`config.mk`:
```
export PLATFORM = sky130hd
export DESIGN_NAME = tod_adder_ctl_flat
export DESIGN_NICKNAME = d
export VERILOG_FILES = /design/src/rtl/tod_pkg.sv /design/src/rtl/tod_adder_ctl_if.sv /design/src/rtl/tod_adder_ctl_bigadd.sv /design/src/rtl/tod_adder_ctl.sv /design/src/flat_wrapper.sv
export SDC_FILE = /design/constraint.sdc
export NUM_CORES = 1
export LEC_CHECK = 0
export ABC_CLOCK_PERIOD_IN_PS = 5400
export BUFFER_PORTS_ARGS = -buffer_cell sky130_fd_sc_hd__buf_4
export CORE_MARGIN = 8
export CORE_UTILIZATION = 58
export CTS_CLUSTER_DIAMETER = 100
export CTS_CLUSTER_SIZE = 12
export DETAILED_ROUTE_END_ITERATION = 10
export GPL_ROUTABILITY_DRIVEN = 0
export PLACE_DENSITY_LB_ADDON = 0.08
export SYNTH_ARGS = -nofsm -noshare
export SYNTH_HDL_FRONTEND = slang
export SYNTH_HIERARCHICAL = 1
export SYNTH_SLANG_ARGS = --single-unit
```
`constraint.sdc`:
```
create_clock -name i_clk -period 5.4 [get_ports i_clk]
set_input_delay 0 -clock i_clk [delete_from_list [all_inputs] [get_ports i_clk]]
set_output_delay 0 -clock i_clk [all_outputs]
set_load 0.01 [all_outputs]
```
`src/rtl/tod_pkg.sv`:
```
// Shared types and 32.32 time format constants for the time-of-day accumulator.
package tod_pkg;
  localparam int TOD_W    = 64;
  localparam int TOD_FRAC = 32;

  typedef enum logic {IDLE, WAIT} state_e;

  typedef enum logic [1:0] {OP_NONE, OP_TICK, OP_ADJ} op_e;
endpackage

```
`src/rtl/tod_adder_ctl_if.sv`:
```
// Request/status bundle between the tick/PPS logic and the time-of-day controller.
interface tod_adder_ctl_if;
  import tod_pkg::*;

  logic             i_tick;
  logic             i_step_wr;
  logic [TOD_W-1:0] i_step;
  logic             i_set_stb;
  logic [TOD_W-1:0] i_set_val;
  logic             i_adj_stb;
  logic [TOD_W-1:0] i_adj_val;
  logic             o_adj_busy;
  logic             o_adj_done;
  logic [TOD_W-1:0] o_tod;
  logic             o_pps;
  logic             o_overrun;

  modport master (
    output i_tick, i_step_wr, i_step, i_set_stb, i_set_val, i_adj_stb, i_adj_val,
    input  o_adj_busy, o_adj_done, o_tod, o_pps, o_overrun
  );

  modport slave (
    input  i_tick, i_step_wr, i_step, i_set_stb, i_set_val, i_adj_stb, i_adj_val,
    output o_adj_busy, o_adj_done, o_tod, o_pps, o_overrun
  );
endinterface

```
`src/rtl/tod_adder_ctl_bigadd.sv`:
```
// bigadd: wide adder followed by NCLOCKS register stages; i_sync travels with the sum.
module bigadd #(
  parameter int NCLOCKS = 1,
  parameter int DATA_W  = 64
) (
  input  logic              clk,
  input  logic              rst,
  input  logic              i_sync,
  input  logic [DATA_W-1:0] i_a,
  input  logic [DATA_W-1:0] i_b,
  output logic              o_sync,
  output logic [DATA_W-1:0] o_sum
);
  generate
    if (NCLOCKS == 0) begin : g_comb
      assign o_sum  = i_a + i_b;
      assign o_sync = i_sync;
    end else begin : g_pipe
      logic [DATA_W-1:0] sum_q [NCLOCKS];
      logic [NCLOCKS-1:0] sync_q;

      always_ff @(posedge clk) begin
        sum_q[0] <= i_a + i_b;
        for (int i = 1; i < NCLOCKS; i++) sum_q[i] <= sum_q[i-1];
      end

      always_ff @(posedge clk) begin
        if (rst) begin
          sync_q <= '0;
        end else begin
          sync_q[0] <= i_sync;
          for (int i = 1; i < NCLOCKS; i++) sync_q[i] <= sync_q[i-1];
        end
      end

      assign o_sum  = sum_q[NCLOCKS-1];
      assign o_sync = sync_q[NCLOCKS-1];
    end
  endgenerate
endmodule

```
`src/rtl/tod_adder_ctl.sv`:
```
// tod_adder_ctl: 32.32 time-of-day register updated through one shared pipelined adder.
// Define TOD_ADJ_EN to build the signed adjust path (holding register and o_adj_* outputs).
module tod_adder_ctl
  import tod_pkg::*;
#(
  parameter int               LAT          = 1,
  parameter int               TW           = 3,
  parameter logic [TOD_W-1:0] INITIAL_STEP = 64'h0000_0000_2AF3_1DC4
) (
  input logic            i_clk,
  input logic            i_reset,
  tod_adder_ctl_if.slave bus
);
  localparam logic [TW-1:0] PEND_MAX = '1;

  state_e           state_q;
  op_e              op_q;
  logic [1:0]       cnt_q;
  logic             abort_q;
  logic [TW-1:0]    pend_q, pend_d;
  logic             ovr_q, ovr_d;
  logic [TOD_W-1:0] tod_q, step_q;
  logic             pps_q;

  logic             can_issue, issue_tick, issue_adj, issue;
  op_e              issue_op, wb_op;
  logic [TOD_W-1:0] add_b, add_sum;
  logic             add_sync, wb_fire;

  assign can_issue  = (state_q == IDLE) && !bus.i_set_stb;
  assign issue_tick = can_issue && (pend_q != '0);

`ifdef TOD_ADJ_EN
  logic             busy_q, done_q;
  logic [TOD_W-1:0] adj_q;

  assign issue_adj = can_issue && (pend_q == '0) && busy_q;
  assign add_b     = issue_adj ? adj_q : step_q;
`else
  logic unused_adj;

  assign unused_adj = ^{bus.i_adj_stb, bus.i_adj_val};
  assign issue_adj  = 1'b0;
  assign add_b      = step_q;
`endif

  assign issue    = issue_tick || issue_adj;
  assign issue_op = issue_tick ? OP_TICK : (issue_adj ? OP_ADJ : OP_NONE);
  assign wb_op    = (LAT == 0) ? issue_op : op_q;

  bigadd #(.NCLOCKS(LAT), .DATA_W(TOD_W)) u_add (
    .clk    (i_clk),
    .rst    (i_reset),
    .i_sync (issue),
    .i_a    (tod_q),
    .i_b    (add_b),
    .o_sync (add_sync),
    .o_sum  (add_sum)
  );

  // A set in the same cycle as the sum emerges always wins; aborted sums are dropped.
  assign wb_fire = add_sync && !bus.i_set_stb &&
                   ((LAT == 0) || ((state_q == WAIT) && (cnt_q == 2'd0) && !abort_q));

  always_comb begin
    pend_d = pend_q;
    ovr_d  = ovr_q;
    if (bus.i_set_stb) begin
      pend_d = {{(TW-1){1'b0}}, bus.i_tick};
    end else if (bus.i_tick && !issue_tick) begin
      if (pend_q == PEND_MAX) ovr_d = 1'b1;
      else                    pend_d = pend_q + 1'b1;
    end else if (!bus.i_tick && issue_tick) begin
      pend_d = pend_q - 1'b1;
    end
  end

  always_ff @(posedge i_clk) begin
    if (i_reset) begin
      state_q <= IDLE;
      cnt_q   <= '0;
      abort_q <= 1'b0;
      pend_q  <= '0;
      ovr_q   <= 1'b0;
      tod_q   <= '0;
      step_q  <= INITIAL_STEP;
      pps_q   <= 1'b0;
    end else begin
      pend_q <= pend_d;
      ovr_q  <= ovr_d;
      pps_q  <= 1'b0;
      if (bus.i_step_wr) step_q <= bus.i_step;
      case (state_q)
        IDLE: if (issue && (LAT != 0)) begin
          state_q <= WAIT;
          cnt_q   <= 2'(LAT - 1);
          abort_q <= 1'b0;
        end
        WAIT: begin
          if (bus.i_set_stb) abort_q <= 1'b1;
          if (cnt_q == 2'd0) state_q <= IDLE;
          else               cnt_q   <= cnt_q - 2'd1;
        end
      endcase
      if (bus.i_set_stb) begin
        tod_q <= bus.i_set_val;
      end else if (wb_fire) begin
        tod_q <= add_sum;
        pps_q <= (wb_op == OP_TICK) &&
                 (add_sum[TOD_W-1:TOD_FRAC] != tod_q[TOD_W-1:TOD_FRAC]);
      end
    end
  end

  always_ff @(posedge i_clk) begin
    if (issue) op_q <= issue_op;
  end

`ifdef TOD_ADJ_EN
  // The held offset survives a set and is simply reissued against the new time.
  always_ff @(posedge i_clk) begin
    if (i_reset) begin
      busy_q <= 1'b0;
      done_q <= 1'b0;
    end else begin
      done_q <= wb_fire && (wb_op == OP_ADJ);
      if (wb_fire && (wb_op == OP_ADJ)) busy_q <= 1'b0;
      else if (!busy_q && bus.i_adj_stb) busy_q <= 1'b1;
    end
  end

  always_ff @(posedge i_clk) begin
    if (!busy_q && bus.i_adj_stb) adj_q <= bus.i_adj_val;
  end

  assign bus.o_adj_busy = busy_q;
  assign bus.o_adj_done = done_q;
`else
  assign bus.o_adj_busy = 1'b0;
  assign bus.o_adj_done = 1'b0;
`endif

  assign bus.o_tod     = tod_q;
  assign bus.o_pps     = pps_q;
  assign bus.o_overrun = ovr_q;
endmodule

```
`src/flat_wrapper.sv`:
```
// flat-port wrapper written by rule: the top's interface ports become plain ports
module tod_adder_ctl_flat import tod_pkg::*;
#(
  parameter int               LAT          = 1,
  parameter int               TW           = 3,
  parameter logic [TOD_W-1:0] INITIAL_STEP = 64'h0000_0000_2AF3_1DC4
)
  (i_clk, i_reset, bus_i_tick, bus_i_step_wr, bus_i_step, bus_i_set_stb, bus_i_set_val, bus_i_adj_stb, bus_i_adj_val, bus_o_adj_busy, bus_o_adj_done, bus_o_tod, bus_o_pps, bus_o_overrun);
  tod_adder_ctl_if bus_i ();
  input logic i_clk;
  input logic i_reset;
  input wire logic [$bits(bus_i.i_tick)-1:0] bus_i_tick;
  input wire logic [$bits(bus_i.i_step_wr)-1:0] bus_i_step_wr;
  input wire logic [$bits(bus_i.i_step)-1:0] bus_i_step;
  input wire logic [$bits(bus_i.i_set_stb)-1:0] bus_i_set_stb;
  input wire logic [$bits(bus_i.i_set_val)-1:0] bus_i_set_val;
  input wire logic [$bits(bus_i.i_adj_stb)-1:0] bus_i_adj_stb;
  input wire logic [$bits(bus_i.i_adj_val)-1:0] bus_i_adj_val;
  output wire logic [$bits(bus_i.o_adj_busy)-1:0] bus_o_adj_busy;
  output wire logic [$bits(bus_i.o_adj_done)-1:0] bus_o_adj_done;
  output wire logic [$bits(bus_i.o_tod)-1:0] bus_o_tod;
  output wire logic [$bits(bus_i.o_pps)-1:0] bus_o_pps;
  output wire logic [$bits(bus_i.o_overrun)-1:0] bus_o_overrun;
  assign bus_i.i_tick = bus_i_tick;
  assign bus_i.i_step_wr = bus_i_step_wr;
  assign bus_i.i_step = bus_i_step;
  assign bus_i.i_set_stb = bus_i_set_stb;
  assign bus_i.i_set_val = bus_i_set_val;
  assign bus_i.i_adj_stb = bus_i_adj_stb;
  assign bus_i.i_adj_val = bus_i_adj_val;
  assign bus_o_adj_busy = bus_i.o_adj_busy;
  assign bus_o_adj_done = bus_i.o_adj_done;
  assign bus_o_tod = bus_i.o_tod;
  assign bus_o_pps = bus_i.o_pps;
  assign bus_o_overrun = bus_i.o_overrun;
  tod_adder_ctl #(.LAT(LAT), .TW(TW), .INITIAL_STEP(INITIAL_STEP)) u_core (.i_clk(i_clk), .i_reset(i_reset), .bus(bus_i));
endmodule
```
# After elaboration in Yosys (flattened, before gate mapping)
# Memory sizes are Yosys's and may differ from the RTL's.
# Index checks and enable logic that the tools add are counted.
[totals]
ff_bits = 138
latchBits = 0
ram_bits = 64
mem_bits_ro = 0
input_bits = 198
output_inout_bits = 68
elab_cells = 64
n_memories = 1
[mem_list]
columns = ["name", "depth", "word_bits", "rd", "rd_ports_with_merged_regs", "write_ports", "line_no", "source"]
rows = [
  ["u_core.u_add.g_pipe.sum_q", 1, 64, 1, 0, 1, "tod_adder_ctl_bigadd.sv:19", "logic [DATA_W-1:0] sum_q [NCLOCKS];"],
]
[classes]
addsub = 4
multipliers = 0
div = 0
order_cmp = 0
n_eq_ne = 7
shifts = 0
n_mux = 15
bitwise = 3
reduce_logical = 24
[op_table]
columns = ["operator", "n"]
rows = [
  ["$mux 64", 2],
  ["$add 64x64->64", 1],
  ["$ne 32x32->1", 1],
  ["$mux 3", 3],
  ["$logic_and 1x1->1", 8],
  ["$reduce_and 2->1", 4],
  ["$ne 2x2->1 const B", 3],
  ["$reduce_bool 3->1", 2],
  ["$mux 1", 5],
  ["$logic_not 1->1", 4],
  ["$mux 2", 2],
  ["$pmux 1 s2", 2],
  ["$pmux 2 s2", 1],
  ["$reduce_bool 2->1", 2],
  ["$add 3x1->3 const B", 1],
  ["$eq 3x3->1 const B", 1],
  ["$ne 3x3->1 const B", 1],
  ["$not 1->1", 3],
  ["$reduce_and 3->1", 1],
  ["$reduce_or 3->1", 1],
  ["$sub 3x1->3 const B", 1],
  ["$logic_not 2->1", 1],
  ["$ne 2x1->1 const B", 1],
  ["$reduce_or 2->1", 1],
  ["$sub 2x1->2 const B", 1],
]

# Longest topological paths before layout
[depth]
word_depth = 7
mapped_depth = 12
depth_no_buf = 11

# Cells and area by module
# The synthesis kept the hierarchy.
[by_module_without_submodules]
columns = ["mod", "instances", "cells_per_inst", "area_each_um2", "seq_area_each_um2"]
rows = [
  ["tod_adder_ctl", 1, 646, 5785.5, 2742.6],
  ["bigadd", 1, 631, 5201.2, 1301.2],
]

# Worst setup path before layout
# No wires, ideal clock.
[synth_path]
kind = "register to register"
start = "register u_core.tod_q[0], in the netlist u_core/bus.o_tod[0]"
end = "memory u_core.u_add.g_pipe.sum_q[0][60]"
setup_ns = 0.132
arrival_time_ns = 2.564
required_time_ns = 5.268
slack_ns = 2.705
stages_incl_launch_ff = 12
path_buffers = 0
period_less_slack_ns = 2.695
path_cell_list = "dfxtp_1 ha_1 fa_1 a211oi_1 nor2_1 o22a_2 o21ai_1 o21ai_2 a31o_2 a31oi_1 o41ai_2 xor2_1"
[synth_via]
elab_chain_len = 1
[synth_lines]
columns = ["item", "line_no", "source"]
rows = [
  ["start: declaration", "tod_adder_ctl.sv:22", "logic [TOD_W-1:0] tod_q, step_q;"],
  ["start signal: assignment", "tod_adder_ctl.sv:106", "tod_q <= bus.i_set_val;"],
  ["start signal: assignment", "tod_adder_ctl.sv:108", "tod_q <= add_sum;"],
  ["$add 64x64->64", "tod_adder_ctl_bigadd.sv:23", "sum_q[0] <= i_a + i_b;"],
  ["end: declaration", "tod_adder_ctl_bigadd.sv:19", ""],
]
# Every way passes these cells.

# Worst setup path after layout
[layout_path]
start = "register u_core.tod_q[0], in the netlist u_core/bus.o_tod[0]"
end = "memory u_core.u_add.g_pipe.sum_q[0][50]"
# The elaborated chain is that of the path after synthesis.

==> impl_metrics.tcl <==
set metrics [dict create \
    ant_nets 0 \
    syn_avg_cell_area_sq_um 8.60 \
    fin_setup_tns_ns 0 \
    die_w_um 154 \
    coreArea_sq_um 18600 \
    netlist_top_cells_area "dfxtp_1 37%, ha_1 7.4%, xnor2_1 5.5%" \
    leakage_uw 0.00643 \
    grt_pass1_vias 10600 \
    r2r-start "u_core/bus.o_tod[0]" \
    rsz0062_at_grt "false" \
    switching_share 0.285 \
    initial_utilization 0.589 \
    pwr-share-comb 0.225 \
    tightest_slew_ns 1.12 \
    cts_tree "done" \
    firstDrtPassIters 7 \
    grt_pass1_wl_um 56600 \
    diodes 0 \
    fin_crit_sh 0.611 \
    layout.cells.non_filler 1802 \
    setup_viol 0 \
    period_needed_ns 3.30 \
    die_h_um 154 \
    yosysTopAreaCell "dfxtp_1" \
    min_delay_worst_endpoint "u_core/add_b[8]" \
    io_buffers 198 \
    htree_levels 1 \
    clock-sinks 202 \
    drive_gt1_frac 0.159 \
    rows 50 \
    hpwl_um 23400 \
    p_int_uw 2760 \
    cts_buffers 20 \
    worstHoldStart "bus_i_step_wr" \
    cts_setup_buffers 0 \
    ios 266 \
    ys.flop_type "dfxtp_1" \
    dieArea_sq_um 23600 \
    via_per_inst 6.10 \
    antenna_found_initial 0 \
    cts_root_buf "clkbuf_16" \
    fmax_ghz 0.303 \
    clockBufferDepth 3 \
    crit_path_max_fanout 5 \
    p_seq_frac 0.452 \
    reg2reg_setup_slack_ns 2.10 \
    gr-total-overflow 0 \
    end_kind "flop" \
    p_per_area_nw_per_um2 267 \
    required_ns 5.83 \
    regArea_sq_um 4040 \
    insertion_delay_ns 0.49 \
    skew_ns 0.00761 \
    wirelength_um 35800 \
    yosys_warnings 6 \
    synthCells 1277 \
    drt_iter0_drc 1043 \
    timing.rr.end "u_core/u_add/g_pipe.sum_q[0][50]" \
    start_kind "flop" \
    synth_edf_count 0 \
    drv_cap 0 \
    yosysTopAreaCellShare 0.368 \
    path_class "flop to flop" \
    track_usage 0.290 \
    wire_per_inst_um 19.9 \
    ys_ff_latch 202 \
    min_path_type "input pin to flop" \
    multi_input_area_sq_um 6500 \
    status "finished clean" \
    synth-async-reset-ratio 0 \
    dp_cells 1629 \
    clkPwrFrac 0.323 \
    irDropWorstVdd_mv 0.233 \
    reg2reg_depth 11 \
    grt_max_degree 83 \
    switchingPower_uw 1100 \
    path_clk_slew_ns 0.06 \
    cp_data_arrival_time_ns 3.73 \
    synth-seq-area-share 0.368 \
    drc_errors 0 \
    netlist_area_sq_um 11000 \
    slew_headroom 0.248 \
    drv_slew 0 \
    num-nets-final 1832 \
    finalHoldViolations 0 \
    num_vias 11000 \
    hold-path-cell-count 3 \
    fillers 1291 \
    syn_to_final_growth_pct 31.6 \
    yosysUniqueCellTypes 74 \
]
synth_stat cells (all sizes together) (5+ instances only):
master  number
a211o       20
a211oi       7
a21o        45
a21oi      110
a22oi       33
a311oi      36
a31oi       12
and3        10
and4         7
buf         30
clkbuf      55
dfxtp      202
ha          65
inv         17
mux2i       48
nand2      160
nand2b       6
nand3       18
nand4       31
nor2       120
nor2b       23
nor3         8
nor4         7
o211ai       5
o21a         6
o21ai       39
o21bai      13
or2          5
xnor2       69
xor2        24
power by group through the flow:
| stage | clock network [uW] | registers [uW] | logic, uW |
|---|---|---|---|
| after global routing | 1320 | 1760 | 941 |
| final | 1250 | 1750 | 871 |
| after global placement | 0 | 1770 | 735 |
| after floorplan | 0 | 1760 | 500 |
| after CTS | 1270 | 1740 | 845 |
| after detailed placement | 0 | 1770 | 748 |
critical path, stage by stage (launching register included):
cell and delay [ns]:
dfxtp_1 0.33, ha_1 0.25, fa_1 0.43, a211oi_1 0.28, nor2_1 0.12, o22a_2 0.27
o22ai_1 0.40, o21ai_1 0.31, a21oi_1 0.34, o21ai_1 0.16, a21oi_1 0.21, xnor2_1 0.13
cell type report:
| cell class | count | share of cell area |
|---|---|---|
| Sequential cell | 202 | 0.280 |
| Clock buffer | 22 | 0.0373 |
| Inverter | 17 | 0.00441 |
| Multi-Input combinational cell | 974 | 0.449 |
| Tap cell | 234 | 0.0202 |
| Timing Repair Buffer | 353 | 0.209 |
worst max path at each step:
stage | startpoint | end | cells after the start | slack, ns
floorplan | u_core/bus.o_tod[0] | u_core/u_add/g_pipe.sum_q[0][60] | 11 | 2.70
global placement | u_core/bus.o_tod[0] | u_core/u_add/g_pipe.sum_q[0][50] | 11 | 2.21
detailed placement | u_core/bus.o_tod[0] | u_core/u_add/g_pipe.sum_q[0][50] | 11 | 2.24
CTS | u_core/bus.o_tod[0] | u_core/u_add/g_pipe.sum_q[0][50] | 11 | 2.19
global route | u_core/bus.o_tod[0] | u_core/u_add/g_pipe.sum_q[0][62] | 11 | 2.06
finish | u_core/bus.o_tod[0] | u_core/u_add/g_pipe.sum_q[0][50] | 11 | 2.10
per-layer routing:
| metal | vias up | global-route usage | part of all wire |
|---|---|---|---|
| met1 | 5161 | 0.376 | 0.43 |
| li1 | 5156 | - | - |
| met5 | - | 0 | 0 |
| met4 | 0 | 0.0985 | 0.035 |
| met2 | 575 | 0.478 | 0.46 |
| met3 | 93 | 0.0524 | 0.078 |
flip-flops by register name (all words and copies together), names as in the netlist:
| register | flops |
|---|---|
| u_core/add_b | 64 |
| u_core/bus.o_tod | 64 |
| u_core/u_add/g_pipe.sum_q | 64 |
| u_core/pend_q | 3 |
| u_core/cnt_q | 2 |
| u_core/abort_q | 1 |
| u_core/bus.o_overrun | 1 |
| u_core/bus.o_pps | 1 |
| u_core/state_q | 1 |
| u_core/u_add/o_sync | 1 |
through the flow:
stage          hold WS (ns)   util  total power [uW]  setup WS [ns]  instance area (sq um)
2_1_floorplan        0.0716      -              2260           2.70                  11000
3_3_place_gp          0.207  0.666              2510           2.21                  12400
3_5_place_dp          0.210  0.666              2520           2.24                  12400
4_1_cts             0.00240  0.776              3860           2.19                  14500
5_1_grt              0.0511  0.776              4020           2.06                  14500
6_report             0.0313  0.776              3870           2.10                  14500
timing repair:
| action | CTS | global route |
|---|---|---|
| hold buffers | 151 | 0 |
| endpoints found under the hold margin | 132 | 0 |
| gates resized for setup | 0 | 0 |
placed cells by master (no fill, tap or decap), types with 36 or more instances in the layout:
master	n
dfxtp_1	202
a21oi_1	109
xnor2_1	69
a311oi_1	36
buf_4	202
nand2_1	158
nor2_1	120
a21o_1	45
dlygate4sd3_1	151
mux2i_1	48
ha_1	65
cells by family after synthesis:
| logic type | share of synthesized area |
|---|---|
| other cells | 0.000341 |
| mux | 0.0437 |
| simple gates | 0.168 |
| xor+xnor | 0.0741 |
| flops | 0.368 |
| fa+ha+maj | 0.0758 |
| buf+inv | 0.0428 |
| compound gates | 0.227 |
No activity file was read; power rests on OpenSTA's default activity.
